<file path="src/rtl/spi_pkg.sv">
// Shared types and defaults for the SPI responder (spi_slave_port).
package spi_pkg;

  // FSM encoding: idle between frames, shifting while cs_n is low.
  typedef enum logic {
    ST_IDLE  = 1'b0,
    ST_SHIFT = 1'b1
  } spi_state_e;

  localparam int unsigned SPI_DATA_W = 8;

  localparam logic [SPI_DATA_W-1:0] SPI_DEFAULT_TX = '0;

endpackage

</file>
<file path="src/rtl/spi_sync.sv">
// Multi-stage synchroniser with one extra flop for rise/fall detection.
// RESET_VAL sets the idle level of the whole chain so reset produces no edges.
module spi_sync #(
  parameter int unsigned SYNC_STAGES = 2,
  parameter logic        RESET_VAL   = 1'b0
) (
  input  logic clock,
  input  logic reset,
  input  logic d,
  output logic q,
  output logic rise,
  output logic fall
);

  logic [SYNC_STAGES-1:0] chain_q, chain_d;
  logic                   prev_q;

  // Shift the raw pin into the chain.
  always_comb begin
    chain_d = {chain_q[SYNC_STAGES-2:0], d};
  end

  // Chain and edge-detect flop.
  always_ff @(posedge clock or negedge reset) begin
    if (!reset) begin
      chain_q <= {SYNC_STAGES{RESET_VAL}};
      prev_q  <= RESET_VAL;
    end else begin
      chain_q <= chain_d;
      prev_q  <= chain_q[SYNC_STAGES-1];
    end
  end

  assign q    = chain_q[SYNC_STAGES-1];
  assign rise = q & ~prev_q;
  assign fall = ~q & prev_q;

endmodule

</file>
<file path="src/rtl/spi_slave_port.sv">
// SPI mode-0 responder, MSB first, oversampled in the system clock domain.
// Optional macro SPI_SLAVE_UNDERRUN_EN adds the tx_underrun pulse output.
module spi_slave_port
  import spi_pkg::*;
#(
  parameter int unsigned       DATA_W      = SPI_DATA_W,
  parameter logic [DATA_W-1:0] DEFAULT_TX  = DATA_W'(SPI_DEFAULT_TX),
  parameter int unsigned       SYNC_STAGES = 2
) (
  input  logic              clock,
  input  logic              reset,
  input  logic              sclk,
  input  logic              cs_n,
  input  logic              mosi,
  output logic              miso,
  output logic              miso_en,
  input  logic [DATA_W-1:0] tx_data,
  input  logic              tx_valid,
  output logic              tx_ready,
  output logic [DATA_W-1:0] rx_data,
  output logic              rx_valid
`ifdef SPI_SLAVE_UNDERRUN_EN
  ,
  output logic              tx_underrun
`endif
);

  localparam int unsigned      CntW   = (DATA_W > 2) ? $clog2(DATA_W) : 1;
  localparam logic [CntW-1:0]  CntMax = CntW'(DATA_W - 1);

  logic sclk_rise, sclk_fall, cs_q, cs_rise, cs_fall, mosi_q;
  logic unused_sclk_q, unused_mosi_rise, unused_mosi_fall;

  spi_sync #(.SYNC_STAGES(SYNC_STAGES), .RESET_VAL(1'b0)) u_sclk_sync (
    .clock (clock),
    .reset (reset),
    .d     (sclk),
    .q     (unused_sclk_q),
    .rise  (sclk_rise),
    .fall  (sclk_fall)
  );

  spi_sync #(.SYNC_STAGES(SYNC_STAGES), .RESET_VAL(1'b1)) u_cs_sync (
    .clock (clock),
    .reset (reset),
    .d     (cs_n),
    .q     (cs_q),
    .rise  (cs_rise),
    .fall  (cs_fall)
  );

  spi_sync #(.SYNC_STAGES(SYNC_STAGES), .RESET_VAL(1'b0)) u_mosi_sync (
    .clock (clock),
    .reset (reset),
    .d     (mosi),
    .q     (mosi_q),
    .rise  (unused_mosi_rise),
    .fall  (unused_mosi_fall)
  );

  spi_state_e           state_q, state_d;
  logic [CntW-1:0]      bit_cnt_q, bit_cnt_d;
  logic [DATA_W-2:0]    rx_sr_q, rx_sr_d;
  logic [DATA_W-1:0]    tx_sr_q, tx_sr_d;
  logic [DATA_W-1:0]    hold_q, hold_d;
  logic                 hold_full_q, hold_full_d;
  logic [DATA_W-1:0]    rx_data_q, rx_data_d;
  logic                 rx_valid_q, rx_valid_d;
  logic                 miso_q, miso_d;
  logic [SYNC_STAGES:0] flush_q, flush_d;
  logic                 armed_q, armed_d;

  logic              load;
  logic              accept;
  logic [DATA_W-1:0] load_word;
  logic [DATA_W-1:0] assembled;

  assign accept    = tx_valid & ~hold_full_q;
  assign load_word = hold_full_q ? hold_q : DEFAULT_TX;
  assign assembled = {rx_sr_q, mosi_q};

  // Next-state: frame FSM, shift registers, holding register handshake.
  always_comb begin
    state_d     = state_q;
    bit_cnt_d   = bit_cnt_q;
    rx_sr_d     = rx_sr_q;
    tx_sr_d     = tx_sr_q;
    hold_d      = hold_q;
    hold_full_d = hold_full_q;
    rx_data_d   = rx_data_q;
    rx_valid_d  = 1'b0;
    miso_d      = miso_q;
    load        = 1'b0;
    // The synchroniser reset values look like a cs_n fall if the pin is low
    // at reset release; only arm once a genuine high level has been sampled.
    flush_d     = {flush_q[SYNC_STAGES-1:0], 1'b1};
    armed_d     = armed_q | (flush_q[SYNC_STAGES] & cs_q);

    case (state_q)
      ST_IDLE: begin
        bit_cnt_d = '0;
        miso_d    = 1'b0;
        if (cs_fall && armed_q) begin
          load    = 1'b1;
          tx_sr_d = load_word;
          miso_d  = load_word[DATA_W-1];
          rx_sr_d = '0;
          state_d = ST_SHIFT;
        end
      end
      ST_SHIFT: begin
        // cs_n rise wins over any coincident sclk edge.
        if (cs_rise) begin
          state_d   = ST_IDLE;
          bit_cnt_d = '0;
          miso_d    = 1'b0;
        end else if (sclk_rise) begin
          rx_sr_d = assembled[DATA_W-2:0];
          if (bit_cnt_q == CntMax) begin
            bit_cnt_d  = '0;
            rx_data_d  = assembled;
            rx_valid_d = 1'b1;
            load       = 1'b1;
            tx_sr_d    = load_word;
          end else begin
            bit_cnt_d = bit_cnt_q + 1'b1;
          end
        end else if (sclk_fall) begin
          // bit_cnt of 0 here means the word boundary: present the fresh MSB.
          if (bit_cnt_q == '0) begin
            miso_d = tx_sr_q[DATA_W-1];
          end else begin
            tx_sr_d = {tx_sr_q[DATA_W-2:0], 1'b0};
            miso_d  = tx_sr_q[DATA_W-2];
          end
        end
      end
      default: state_d = ST_IDLE;
    endcase

    // A load consumes the old content before a same-cycle accept refills it.
    if (load && hold_full_q) begin
      hold_full_d = 1'b0;
    end
    if (accept) begin
      hold_d      = tx_data;
      hold_full_d = 1'b1;
    end
  end

  // State registers.
  always_ff @(posedge clock or negedge reset) begin
    if (!reset) begin
      state_q     <= ST_IDLE;
      bit_cnt_q   <= '0;
      rx_sr_q     <= '0;
      tx_sr_q     <= '0;
      hold_q      <= '0;
      hold_full_q <= 1'b0;
      rx_data_q   <= '0;
      rx_valid_q  <= 1'b0;
      miso_q      <= 1'b0;
      flush_q     <= '0;
      armed_q     <= 1'b0;
    end else begin
      state_q     <= state_d;
      bit_cnt_q   <= bit_cnt_d;
      rx_sr_q     <= rx_sr_d;
      tx_sr_q     <= tx_sr_d;
      hold_q      <= hold_d;
      hold_full_q <= hold_full_d;
      rx_data_q   <= rx_data_d;
      rx_valid_q  <= rx_valid_d;
      miso_q      <= miso_d;
      flush_q     <= flush_d;
      armed_q     <= armed_d;
    end
  end

  assign miso     = miso_q;
  assign miso_en  = ~cs_q;
  assign tx_ready = ~hold_full_q;
  assign rx_data  = rx_data_q;
  assign rx_valid = rx_valid_q;

`ifdef SPI_SLAVE_UNDERRUN_EN
  logic underrun_q;

  // Pulse when a load falls back to DEFAULT_TX.
  always_ff @(posedge clock or negedge reset) begin
    if (!reset) begin
      underrun_q <= 1'b0;
    end else begin
      underrun_q <= load & ~hold_full_q;
    end
  end

  assign tx_underrun = underrun_q;
`endif

endmodule

</file>
<file path="config.mk">
export PLATFORM = sky130hd
export DESIGN_NAME = spi_slave_port
export DESIGN_NICKNAME = d
export VERILOG_FILES = /design/src/rtl/spi_pkg.sv /design/src/rtl/spi_sync.sv /design/src/rtl/spi_slave_port.sv
export SDC_FILE = /design/constraint.sdc
export NUM_CORES = 1
export LEC_CHECK = 0
export ABC_AREA = 1
export BUFFER_PORTS_ARGS = -buffer_cell sky130_fd_sc_hd__buf_2
export CELL_PAD_IN_SITES_DETAIL_PLACEMENT = 0
export CELL_PAD_IN_SITES_GLOBAL_PLACEMENT = 1
export CORE_AREA = 2 2 88 90
export CTS_BUF_LIST = sky130_fd_sc_hd__clkbuf_16
export CTS_CLUSTER_DIAMETER = 40
export DETAILED_ROUTE_END_ITERATION = 10
export DIE_AREA = 0 0 90 92
export PLACE_DENSITY = 0.61
export SLEW_MARGIN = 20
export SYNTH_ARGS = -nofsm -noshare
export SYNTH_HDL_FRONTEND = slang
export SYNTH_HIERARCHICAL = 1
export SYNTH_SLANG_ARGS = --single-unit
</file>
<file path="constraint.sdc">
create_clock -name clock -period 1.5 [get_ports clock]
set_input_delay 0.225 -clock clock [delete_from_list [all_inputs] [get_ports clock]]
set_output_delay 0.225 -clock clock [all_outputs]
set_load 0.02 [all_outputs]
</file>
==> results.ini <==
[outcome]
status=finished, final reports clean

[floorplan]
rows=32
dieHeight_um=92
die_w_um=90
start_util_pct=28.5
io_pins=26
die-area_mm2=0.00828
core-area_mm2=0.00745

[sta]
setup_viol=0
rsz0062_at_grt=true
period_minus_slack_ns=1.42
fmax_mhz=706
clock_skew_ns=0.00228
slew_viol_final=0
hold_viol=0
fin_crit_sh_pct=94.4
post-route-worst-setup-slack_ns=0.0837

[final_layout]
syn2layout_area_growth_pct=28.8
drive_gt1_share_pct=32.4
fillCellCount=809
num_antenna_cells=0
nets=289

[critical_path]
required_ns=1.67
cp_max_fo=8
cp_slowest_stage_delay_ns=0.39
critPathArrivalTime_ns=1.59
path_cells=inv_1, nor2_2, buf_6, buf_12, o21ai_4, nand2_2, buf_4, nand3_1, nand2_1
cp_slowest_cell=dfrtp_1
endpoint_kind=flip-flop
path_buf_inv=4
worst-setup-path-type=flip-flop to flip-flop
critPathTopFamily=buffers and inverters
critPathLaunchType=flip-flop

[cts]
clock-sinks=50
cts_root_buffer=clkbuf_16
cts_max_path_buffers=2
cts_tree=yes
htree_levels=2
clock_latency_ns=0.28
path_clk_slew_ns=0.06
numCtsBuffers=5

[route]
route.detailed.drc=0
drt_iter0_drc=52
viasPerCell=4.26
postRouteAntennaNets=0
routed_wl_um=4130
via_count=1594
wl_per_cell_um=11.0
drt-pass1-iter-count=4

[placement]
io_buffers=25
pre_cts_ws_ns=-0.00717
hpwlAfterDp_um=2990
gp_congestion=0.838

[power]
pwr-share-comb_pct=25.9
peakVddDrop_mv=0.699
power_switching_w=0.00118
p_sw_share_pct=30.5
p_per_area_mw_per_mm2=1410
power_w=0.00387
clkPwrFrac_pct=27.4
pwr-share-seq_pct=46.7
p_leak_nw=1.42
p_int_w=0.00269

[global_routing]
overflow=0
antenna_found_initial=0
grt_use_total_pct=11.0
grt_max_degree=26
grt_first_pass_wirelength_um=7420
grt_pass1_vias=1656

[synthesis]
syn_avg_cell_area_um2=9.35
synthCells=227
synth_nets=244
synth_warnings=6
synth_area_mm2=0.00212

[hold_path]
hp-class=primary input to flip-flop

[flow_run]
max_cap_viol_count=0

-- per-stage QoR --
stage / instance area, µm² / util (%) / instances / TNS [ns] / hold WS (ns)
floorplan: 2120 / - / 227 / 0 / -0.0706
global placement: 2450 / 32.9 / 362 / 0 / 0.180
detailed placement: 2450 / 32.9 / 362 / -0.0207 / 0.180
CTS: 2600 / 34.9 / 370 / 0 / 0.0253
global route: 2730 / 36.7 / 374 / -0.100 / 0.0284
finish: 2730 / 36.7 / 374 / 0 / 0.0357
-- power by group through the flow --
| stage | Clock [W] | Sequential [W] | Combinational (W) |
|---|---|---|---|
| 2_1_floorplan | 0 | 0.00178 | 0.000684 |
| 3_5_place_dp | 0 | 0.00182 | 0.000942 |
| 4_1_cts | 0.00111 | 0.00179 | 0.000951 |
| 6_report | 0.00106 | 0.00180 | 0.00100 |
| 5_1_grt | 0.00117 | 0.00184 | 0.00115 |
| 3_3_place_gp | 0 | 0.00181 | 0.000940 |
-- path summary, 6_finish.rpt --
path	endpoint	slack, ns	from	depth (start not counted)
setup / recovery	tx_sr_q[1]	0.08	u_sclk_sync/chain_q[1]	9
hold / removal	u_cs_sync/chain_q[0]	0.04	cs_n	1
setup reg to reg	tx_sr_q[1]	0.08	u_sclk_sync/chain_q[1]	9
hold reg to reg	flush_q[2]	0.35	flush_q[1]	0
max in group asynchronous	u_cs_sync/prev_q	0.54	reset	3
min in group asynchronous	rx_sr_q[2]	0.39	reset	2
-- worst reg2reg max path: stages, from the launching register on --
cell and delay (ns):
dfrtp_1 0.39, inv_1 0.07, nor2_2 0.04, buf_6 0.12, buf_12 0.13, o21ai_4 0.16, nand2_2 0.09, buf_4 0.17
nand3_1 0.09, nand2_1 0.06
-- per-layer routing --
layer  track usage (%)  share of wire, %  vias up
met5                 0                 0        -
met4              4.74               2.4        0
met3              2.22               2.6        8
met2              18.5                49       19
met1              13.8                46      772
li1                  -                 -      795
-- layout by cell type, fill, tap and decap left out, types with 5 or more instances in the layout --
cell type  instances
dfrtp_1           46
buf_2             25
o21ai_1            6
nand3_1           18
nor2_1             5
clkbuf_16          5
buf_4             11
nand2_1           73
nand2_2            5
nor2_2             6
mux2_2             8
inv_1             22
-- timing repair --
item	in CTS	in global routing
endpoints found under the setup margin	8	23
pin swaps	0	8
hold buffers	1	0
setup buffers	0	4
gates resized for setup	1	23
hold endpoints to repair	14	0
-- area by class of cell --
| type | instances | area [µm²] | area share [%] |
|---|---|---|---|
| multi-input cells | 145 | 802 | 29.3 |
| inverters | 27 | 108 | 3.94 |
| repair buffers | 43 | 303 | 11.1 |
| well taps | 102 | 128 | 4.67 |
| clock inverters | 2 | 11.3 | 0.412 |
| flip-flops and latches | 50 | 1260 | 46.0 |
| clock buffers | 5 | 125 | 4.58 |
-- sequential cells by signal (all words and copies together) (netlist names), 2 cells and up --
signal               flops
hold_q                   8
rx_data                  8
tx_sr_q                  8
rx_sr_q                  7
bit_cnt_q                3
flush_q                  3
u_cs_sync/chain_q        2
u_mosi_sync/chain_q      2
u_sclk_sync/chain_q      2
(Power assumes the default switching activity.)
